--- src/rtl/bounce_emulator.sv ---
// Emulates a bouncy mechanical contact: each change of the clean press level is
// replayed on x as a burst of pseudo-random glitches followed by a settle hold.
`timescale 1ns/1ps

module bounce_emulator #(
  parameter int unsigned DIV           = 1,
  parameter int unsigned BOUNCES       = 3,
  parameter int unsigned SETTLE_CYCLES = 64
) (
  input  logic clk,
  input  logic rst,
  input  logic press,
  output logic x,
  output logic busy,
  output logic done
);

  localparam int unsigned SEG_MAX  = 8 * DIV;
  localparam int unsigned SEGW     = $clog2(SEG_MAX + 1);
  localparam int unsigned SETW     = $clog2(SETTLE_CYCLES + 1);
  localparam logic [7:0]  SEED     = 8'hA5;
  localparam logic [SETW-1:0] SET_LOAD   = SETW'(SETTLE_CYCLES - 1);
  localparam logic [3:0]      PAIRS_LOAD = 4'(BOUNCES);

  typedef enum logic [1:0] {IDLE, BOUNCE, SETTLE} state_t;

  state_t          state;
  logic            settled;
  logic            target;
  logic [7:0]      lfsr;
  logic            lfsr_fb;
  logic [3:0]      pairs;
  logic [SEGW-1:0] seg_cnt;
  logic [SETW-1:0] set_cnt;
  logic [SEGW-1:0] seg_len_m1;

  // x^8+x^6+x^5+x^4+1, shifting towards the MSB
  assign lfsr_fb    = lfsr[7] ^ lfsr[5] ^ lfsr[4] ^ lfsr[3];
  // Segment counters count down to zero, so load one less than the length
  assign seg_len_m1 = SEGW'((32'(lfsr[2:0]) + 32'd1) * DIV - 32'd1);

  always_ff @(posedge clk or posedge rst) begin
    if (rst) lfsr <= SEED;
    else     lfsr <= {lfsr[6:0], lfsr_fb};
  end

  always_ff @(posedge clk or posedge rst) begin
    if (rst) begin
      state   <= IDLE;
      x       <= 1'b0;
      settled <= 1'b0;
      target  <= 1'b0;
      busy    <= 1'b0;
      done    <= 1'b0;
      pairs   <= 4'd0;
      seg_cnt <= '0;
      set_cnt <= '0;
    end else begin
      done <= 1'b0;
      case (state)
        IDLE: begin
          if (press != settled) begin
            target <= press;
            x      <= press;
            busy   <= 1'b1;
            pairs  <= PAIRS_LOAD;
            if (BOUNCES != 0) begin
              seg_cnt <= seg_len_m1;
              state   <= BOUNCE;
            end else begin
              set_cnt <= SET_LOAD;
              state   <= SETTLE;
            end
          end else begin
            x <= settled;
          end
        end
        BOUNCE: begin
          if (seg_cnt != '0) begin
            seg_cnt <= seg_cnt - SEGW'(1);
          end else begin
            x <= ~x;
            if (x == target) begin
              seg_cnt <= seg_len_m1;
            end else begin
              // Returning to target closes one glitch pair
              pairs <= pairs - 4'd1;
              if (pairs == 4'd1) begin
                set_cnt <= SET_LOAD;
                state   <= SETTLE;
              end else begin
                seg_cnt <= seg_len_m1;
              end
            end
          end
        end
        SETTLE: begin
          if (set_cnt != '0) begin
            set_cnt <= set_cnt - SETW'(1);
          end else begin
            settled <= target;
            done    <= 1'b1;
            busy    <= 1'b0;
            state   <= IDLE;
          end
        end
        default: state <= IDLE;
      endcase
    end
  end

endmodule
--- config.mk ---
export PLATFORM = sky130hd
export DESIGN_NAME = bounce_emulator
export DESIGN_NICKNAME = d
export VERILOG_FILES = /design/src/rtl/bounce_emulator.sv
export SDC_FILE = /design/constraint.sdc
export NUM_CORES = 1
export LEC_CHECK = 0
export CORE_MARGIN = 2
export CORE_UTILIZATION = 45
export CTS_CLUSTER_SIZE = 20
export DETAILED_ROUTE_END_ITERATION = 7
export GPL_TIMING_DRIVEN = 0
export SLEW_MARGIN = 20
export SYNTH_ARGS = -nofsm -noshare
export SYNTH_HDL_FRONTEND = slang
export SYNTH_SLANG_ARGS = --single-unit
--- constraint.sdc ---
create_clock -name clk -period 2.8 [get_ports clk]
set_clock_uncertainty 0.15 [all_clocks]
set_input_delay 0.42 -clock clk [delete_from_list [all_inputs] [get_ports clk]]
set_output_delay 0.42 -clock clk [all_outputs]
set_load 0.01 [all_outputs]
==> results.md, run 1 <==
### Final layout
* footprint of the multi-input gates: 597 um^2
* share of the core filled with cells in the final layout: 53.6%
* leading cell types in the layout, fill and taps excluded: 26 x dfrtp_1, 12 x nor3_1, 10 x inv_1
* Layout Nets: 151
* number of inserted filler cells in the final layout: 268
* leading cell type in the layout, fill and taps excluded: dfrtp_1
* signed area change from the synthesized netlist to the final layout: 14.4%
* non-filler cells, final: 176
* Ant. Diodes: 0
* post-layout instance area: 1610 um^2
* area occupied by registers: 756 um^2
* share of final-layout standard cells stronger than drive strength 1: 14.0%

### Setup path
* critical path's slowest cell: nor3b_1
* register-to-register setup slack: 570 ps
* slowest stage delay, CP: 540 ps
* Worst setup SP type: flip-flop
* critical register-to-register path endpoint: seg_cnt[2]$_DFFE_PP0P_
* worst reg2reg path startpoint: seg_cnt[0]$_DFFE_PP0P_
* Critical Path RT: 2870 ps
* critical path class: reg -> reg
* crit-path max FO: 6
* arrival time at the worst endpoint: 2300 ps
* critical path launch point: seg_cnt[0]$_DFFE_PP0P_
* endpoint kind of the worst setup timing path: flip-flop
* worst-case reg-to-reg path depth: 7
* cell chain of the critical path: inv_1 > ha_1 > nor3b_1 > nand4_1 > and2_1 > clkbuf_1 > o21a_1
* Critical path destination: seg_cnt[2]$_DFFE_PP0P_

### Logic synthesis
* cells taking the most area after synthesis: dfrtp_1 46%, dfstp_2 7.5%, ha_1 5.3%, nor3_1 4.3%, xor2_1 3.1%
* gate count of the mapped netlist: 130
* cell taking the most area after synthesis: dfrtp_1
* count of flip-flops with a built-in enable after synthesis: 0
* Avg Cell Area, Syn: 10.8 um^2
* top flip-flop cell by instance count after synthesis: dfrtp_1
* Cell variety after synth: 40
* share of the synthesized area in the top cell type: 46.3%
* synthesized net count: 139
* fraction of registers with async set or reset after synthesis: 100%
* synthesized area: 1410 um^2
* Synth warnings: 0
* number of synthesized register bits: 30
* sequential-to-total area share from yosys stat: 53.7%

### Power
* cell leakage power: 0.777 nW
* Pwr per Cell Area: 1010 nW/um^2
* IR Drop Worst-Case VDD: 409 uV
* Power Total: 0.00163 W

### Route
* average wire length per cell after detail routing: 13.3 um
* detailed-route via count: 976
* Post-DRT Antenna Nets: 0
* Pre-antenna DRT Iters: 4
* post-detailed-route via-to-cell ratio: 5.55
* total routed wirelength: 2.35 mm
* # DRC: 0
* Starting DRT DRC Count: 39

### Die
* ports placed on the boundary: 6
* effective utilization at floorplan: 46.8%
* Die Span Y: 59.9 um
* Die Outline Area: 3590 um^2
* Die W: 59.9 um
* core outline area: 3000 um^2
* row cnt: 20

### Clock tree
* Setup Fix Bufs, Post-CTS: 0
* count of clock tree sinks: 30
* CTS tree: done
* # hold bufs at CTS: 0
* clock root buffer: clkbuf_4
* Max clock buf depth: 2
* clock insertion delay at the later pin of the skew report: 340 ps
* clock edge transition at the registers on the reported setup and hold paths: 110 ps
* post-CTS resize count: 0
* cts bufs inserted: 5
* CTS H-tree depth: 2

### Timing
* minimum period implied by the final worst setup slack: 2230 ps
* actual transition at the worst max-transition pin: 617 ps
* Final Hold Violating Endpoints: 0
* crit share post-route: 79.5%
* unrepaired setup endpoints after global routing: no
* highest clock frequency the design can meet: 0.449 GHz
* slew margin rel.: 58.7%
* final setup fails: 0
* final number of max-transition violations: 0
* Total Negative Setup Slacks: 0 ps

### Place
* placed standard-cell area: 1500 um^2
* DPL Wire Length: 1.68 mm
* final weighted congestion in routability-driven placement: 0.771
* # placed instances: 168
* count of port buffers added during placement: 5

### Global route
* total track usage: 15.9%
* gr ovfl total: 0
* pin count of the biggest net entering global routing: 31
* via count of the first global-routing pass: 932
* antenna violations before repair: 0
* global-route wire length before repair: 4.10 mm

### Run status
* status: complete, no violations

### Flow run
* max-cap viol count: 0

### Worst hold path
* Hold/Removal Path Class: reg -> reg

## sequential cells by signal, summed over array words and instances, names as in the netlist
| register | cells |
|---|---|
| target | 1 |
| settled | 1 |
| done | 1 |
| x | 1 |
| seg_cnt | 4 |
| busy | 1 |
| state | 2 |
| pairs | 4 |
| lfsr | 8 |
| set_cnt | 7 |
## worst max-delay path: cells and delay by family (launching register included)
family | cells | cell delay, ps
AND/OR/NAND/NOR | 3 | 930
flip-flops | 1 | 430
buffers and inverters | 2 | 220
AO/OA/AOI/OAI | 1 | 190
adder cells (fa/ha/maj) | 1 | 180
## per-stage QoR
stage	worst slack, ps	hold slack (ps)
2_1_floorplan	772	183
3_3_place_gp	571	188
3_5_place_dp	565	198
4_1_cts	580	222
5_1_grt	389	223
6_report	574	216
## worst min path at each step
stage                      startpoint                 to  cells after the start
floorplan           lfsr[6]$_DFF_PP0_  lfsr[7]$_DFF_PP1_                      0
global placement    lfsr[6]$_DFF_PP0_  lfsr[7]$_DFF_PP1_                      0
detailed placement  lfsr[6]$_DFF_PP0_  lfsr[7]$_DFF_PP1_                      0
CTS                 lfsr[6]$_DFF_PP0_  lfsr[7]$_DFF_PP1_                      0
global route        lfsr[6]$_DFF_PP0_  lfsr[7]$_DFF_PP1_                      0
finish              lfsr[6]$_DFF_PP0_  lfsr[7]$_DFF_PP1_                      0
## logic make-up after synthesis
kind of cell	synth area share (%)
AND/OR/NAND/NOR	18.1
flip-flops	53.7
AO/OA/AOI/OAI	11.7
buffers and inverters	3.82
XOR/XNOR	4.36
adder cells (fa/ha/maj)	5.34
multiplexers	2.94
## synth_stat cells (2+ instances only)
library cell and count:
or3_1 2, xor2_1 5, nand4_1 2, xnor2_1 2
dfstp_2 4, o21a_1 2, nand2_1 9, and3_1 2
ha_1 6, nor4_1 2, o31ai_1 2, dfrtp_1 26
mux2i_1 3, o21ai_0 2, inv_1 11, nor2b_1 2
a21oi_1 8, nor3b_1 3, nor2_1 5, nor3_1 12
## final cells by class
cell class                      instances  share of cell area (%)
Timing Repair Buffer                    5                    3.11
Clock inverter                          2                    3.73
Tap cell                               33                    2.57
Buffer                                  2                   0.544
Inverter                               12                    2.80
Sequential cell                        30                    47.0
Multi-Input combinational cell         86                    37.1
Clock buffer                            6                    3.19
## layer usage
| metal | vias up | GRT usage, % | share of wire (%) |
|---|---|---|---|
| li1 | 481 | - | - |
| met1 | 474 | 19.9 | 49 |
| met2 | 16 | 23.6 | 45 |
| met3 | 5 | 4.76 | 4.6 |
| met4 | 0 | 10.5 | 1.9 |
| met5 | - | 0 | 0 |
## where the power goes
| part | internal, W | switching, W | leakage [nW] |
|---|---|---|---|
| Sequential | 0.000550 | 0.000125 | 0.370 |
| Combinational | 0.000242 | 0.000253 | 0.349 |
| Clock | 0.000303 | 0.000154 | 0.0585 |
(Power assumes the default switching activity.)
==> run 2: changes to the inputs <==
==> constraint.sdc (replaced) <==
create_clock -name clk -period 1.85 [get_ports clk]
set_clock_uncertainty 0.15 [all_clocks]
set_input_delay 0.2775 -clock clk [delete_from_list [all_inputs] [get_ports clk]]
set_output_delay 0.2775 -clock clk [all_outputs]
set_load 0.01 [all_outputs]
==> run 2 against run 1 <==
Maximum frequency grew 11%. The run now ends with setup timing left. Sequential share of layout area shrank 3.2 points. Flip-flop and latch count is the same. Worst hold slack lost 29 ps. Clock power shrank 13%.
==> results.md, run 2 (same netlist as run 1, synthesis figures left out) <==
### Run status
* status: finished with violations
* failing checks: setup timing

### Global route
* total track usage: 16.7%
* global-route wire length before repair: 4.33 mm
* pin count of the biggest net entering global routing: 31
* antenna violations before repair: 0
* gr ovfl total: 0
* via count of the first global-routing pass: 993

### Setup path
* critical path's slowest cell: dfrtp_1
* Levels on crit path: 7
* cell chain of the critical path: inv_2 > ha_4 > or3b_4 > buf_6 > nor4_4 > nand2_2 > mux2_4
* endpoint kind of the worst setup timing path: flip-flop
* worst reg2reg path startpoint: set_cnt[1]$_DFFE_PP0P_
* Worst setup SP type: flip-flop
* kind of cell adding the most delay to the critical path: simple AND/OR/NAND/NOR gates
* critical path launch point: set_cnt[1]$_DFFE_PP0P_
* critical path class: reg -> reg
* Critical Path RT: 1920 ps
* slowest stage delay, CP: 400 ps
* crit-path max FO: 3
* worst-case reg-to-reg path depth: 7
* arrival time at the worst endpoint: 2090 ps
* Buf/Inv on CP: 2

### Timing
* highest clock frequency the design can meet: 0.497 GHz
* Final Hold Violating Endpoints: 0
* crit share post-route: 109%
* minimum period implied by the final worst setup slack: 2010 ps
* crit path setup slack, layout: -163 ps
* final setup fails: 10
* actual transition at the worst max-transition pin: 597 ps
* unrepaired setup endpoints after global routing: yes
* slew margin rel.: 60.1%
* final number of max-transition violations: 0

### Route
* detailed-route via count: 1021
* Post-DRT Antenna Nets: 0
* average wire length per cell after detail routing: 13.2 um
* total routed wirelength: 2.48 mm
* # DRC: 0
* Starting DRT DRC Count: 44
* Pre-antenna DRT Iters: 4
* post-detailed-route via-to-cell ratio: 5.46

### Worst hold path
* Hold/Removal Path Class: in -> async

### Place
* # placed instances: 168
* DPL Wire Length: 1.64 mm
* final weighted congestion in routability-driven placement: 0.731
* count of port buffers added during placement: 5

### Flow run
* max-cap viol count: 0

### Die
* Die W: 59.9 um
* row cnt: 20
* core outline area: 3000 um^2
* ports placed on the boundary: 6
* Die Outline Area: 3590 um^2
* effective utilization at floorplan: 46.8%
* Die Span Y: 59.9 um

### Final layout
* signed area change from the synthesized netlist to the final layout: 22.8%
* register with the most flip-flops: lfsr
* Ant. Diodes: 0
* largest registers: lfsr (8), set_cnt (7)
* flip-flop count of the largest register, all copies and words added: 8
* share of final-layout standard cells stronger than drive strength 1: 28.6%
* leading cell type in the layout, fill and taps excluded: dfrtp_1
* non-filler cells, final: 187
* share of the core filled with cells in the final layout: 57.5%
* leading cell types in the layout, fill and taps excluded: 26 x dfrtp_1, 11 x nor3_1, 10 x buf_4
* Layout Nets: 162

### Power
* Net Switching: 0.000906 W
* cell leakage power: 0.829 nW
* proportion of power drawn by flip-flops and latches: 41.5%
* portion of total power attributed to combinational logic: 42.8%
* clock group share of total power: 15.7%
* internal power summed over all cells: 0.00162 W
* Pwr per Cell Area: 1470 nW/um^2
* net switching share of the total power: 35.8%
* IR Drop Worst-Case VDD: 579 uV

### Clock tree
* clock edge transition at the registers on the reported setup and hold paths: 90 ps
* Max clock buf depth: 2
* CTS tree: done
* clock insertion delay at the later pin of the skew report: 330 ps
* count of clock tree sinks: 30
* cts bufs inserted: 5
* CTS H-tree depth: 2
* clock root buffer: clkbuf_4

run 2: cell count changes in the layout (fill, tap and decap cells not counted), sizes merged:
cell / before / now
buf: 1 / 13
bufinv: 2 / 0
clkinv: 0 / 1
run 2: per-layer routing:
layer | GRT usage (%) | wire length, um | vias up | share of wire [%]
li1 | - | - | 499 | -
met4 | 8.89 | 58 | 0 | 2.3
met1 | 21.5 | 1190 | 500 | 48
met5 | 0 | 0 | - | 0
met3 | 5.84 | 81 | 9 | 3.3
met2 | 24.5 | 1140 | 13 | 46
run 2: repair_timing:
action                                  CTS  global route
gates resized for setup                   7            14
setup buffers                            11             1
pin swaps                                 4             3
hold buffers                              0             0
endpoints found under the setup margin   15            20
run 2: layout make-up:
cell class                 count  area [um^2]
multi-input combinational     86          672
inverter                      12         45.0
clock buffer                   7         55.1
clock inverter                 1         5.00
buffer                         1         5.00
sequential                    30          756
timing repair buffer          17          148
fill                         263         1280
tap                           33         41.3
run 2: stage by stage:
step                area (um^2)  hold slack [ps]  setup WS, ps  TNS, ps  power (W)
detailed placement         1500              191          -290    -3130    0.00178
floorplan                  1410              183          -178     -517    0.00159
CTS                        1680              215          -227    -1420    0.00244
global placement           1500              188          -264    -2800    0.00174
global route               1730              218          -223    -1560    0.00274
finish                     1730              187          -163     -878    0.00253
run 2: power groups by stage:
stage / Sequential, W / Clock, W / Combinational [W]
2_1_floorplan: 0.00100 / 0 / 0.000587
3_5_place_dp: 0.00104 / 0 / 0.000743
3_3_place_gp: 0.00103 / 0 / 0.000715
6_report: 0.00105 / 0.000397 / 0.00108
4_1_cts: 0.00104 / 0.000418 / 0.000987
5_1_grt: 0.00108 / 0.000448 / 0.00122
run 2: final timing paths:
| kind | slack, ps | endpoint |
|---|---|---|
| max | -160 | settled$_DFFE_PP0P_ |
| min | 190 | x$_DFFE_PP0P_ |
| max reg2reg | -160 | settled$_DFFE_PP0P_ |
| min reg2reg | 210 | lfsr[7]$_DFF_PP1_ |
| max in group asynchronous | 960 | pairs[0]$_DFFE_PP0P_ |
| min in group clk | 210 | lfsr[7]$_DFF_PP1_ |
run 2: worst register-to-register path: cells and delay by family (launching register included):
kind | cells | cell delay [ps]
adder cells (fa/ha/maj) | 1 | 130
multiplexers | 1 | 310
flip-flops | 1 | 400
AND/OR/NAND/NOR | 3 | 710
buffers and inverters | 2 | 220
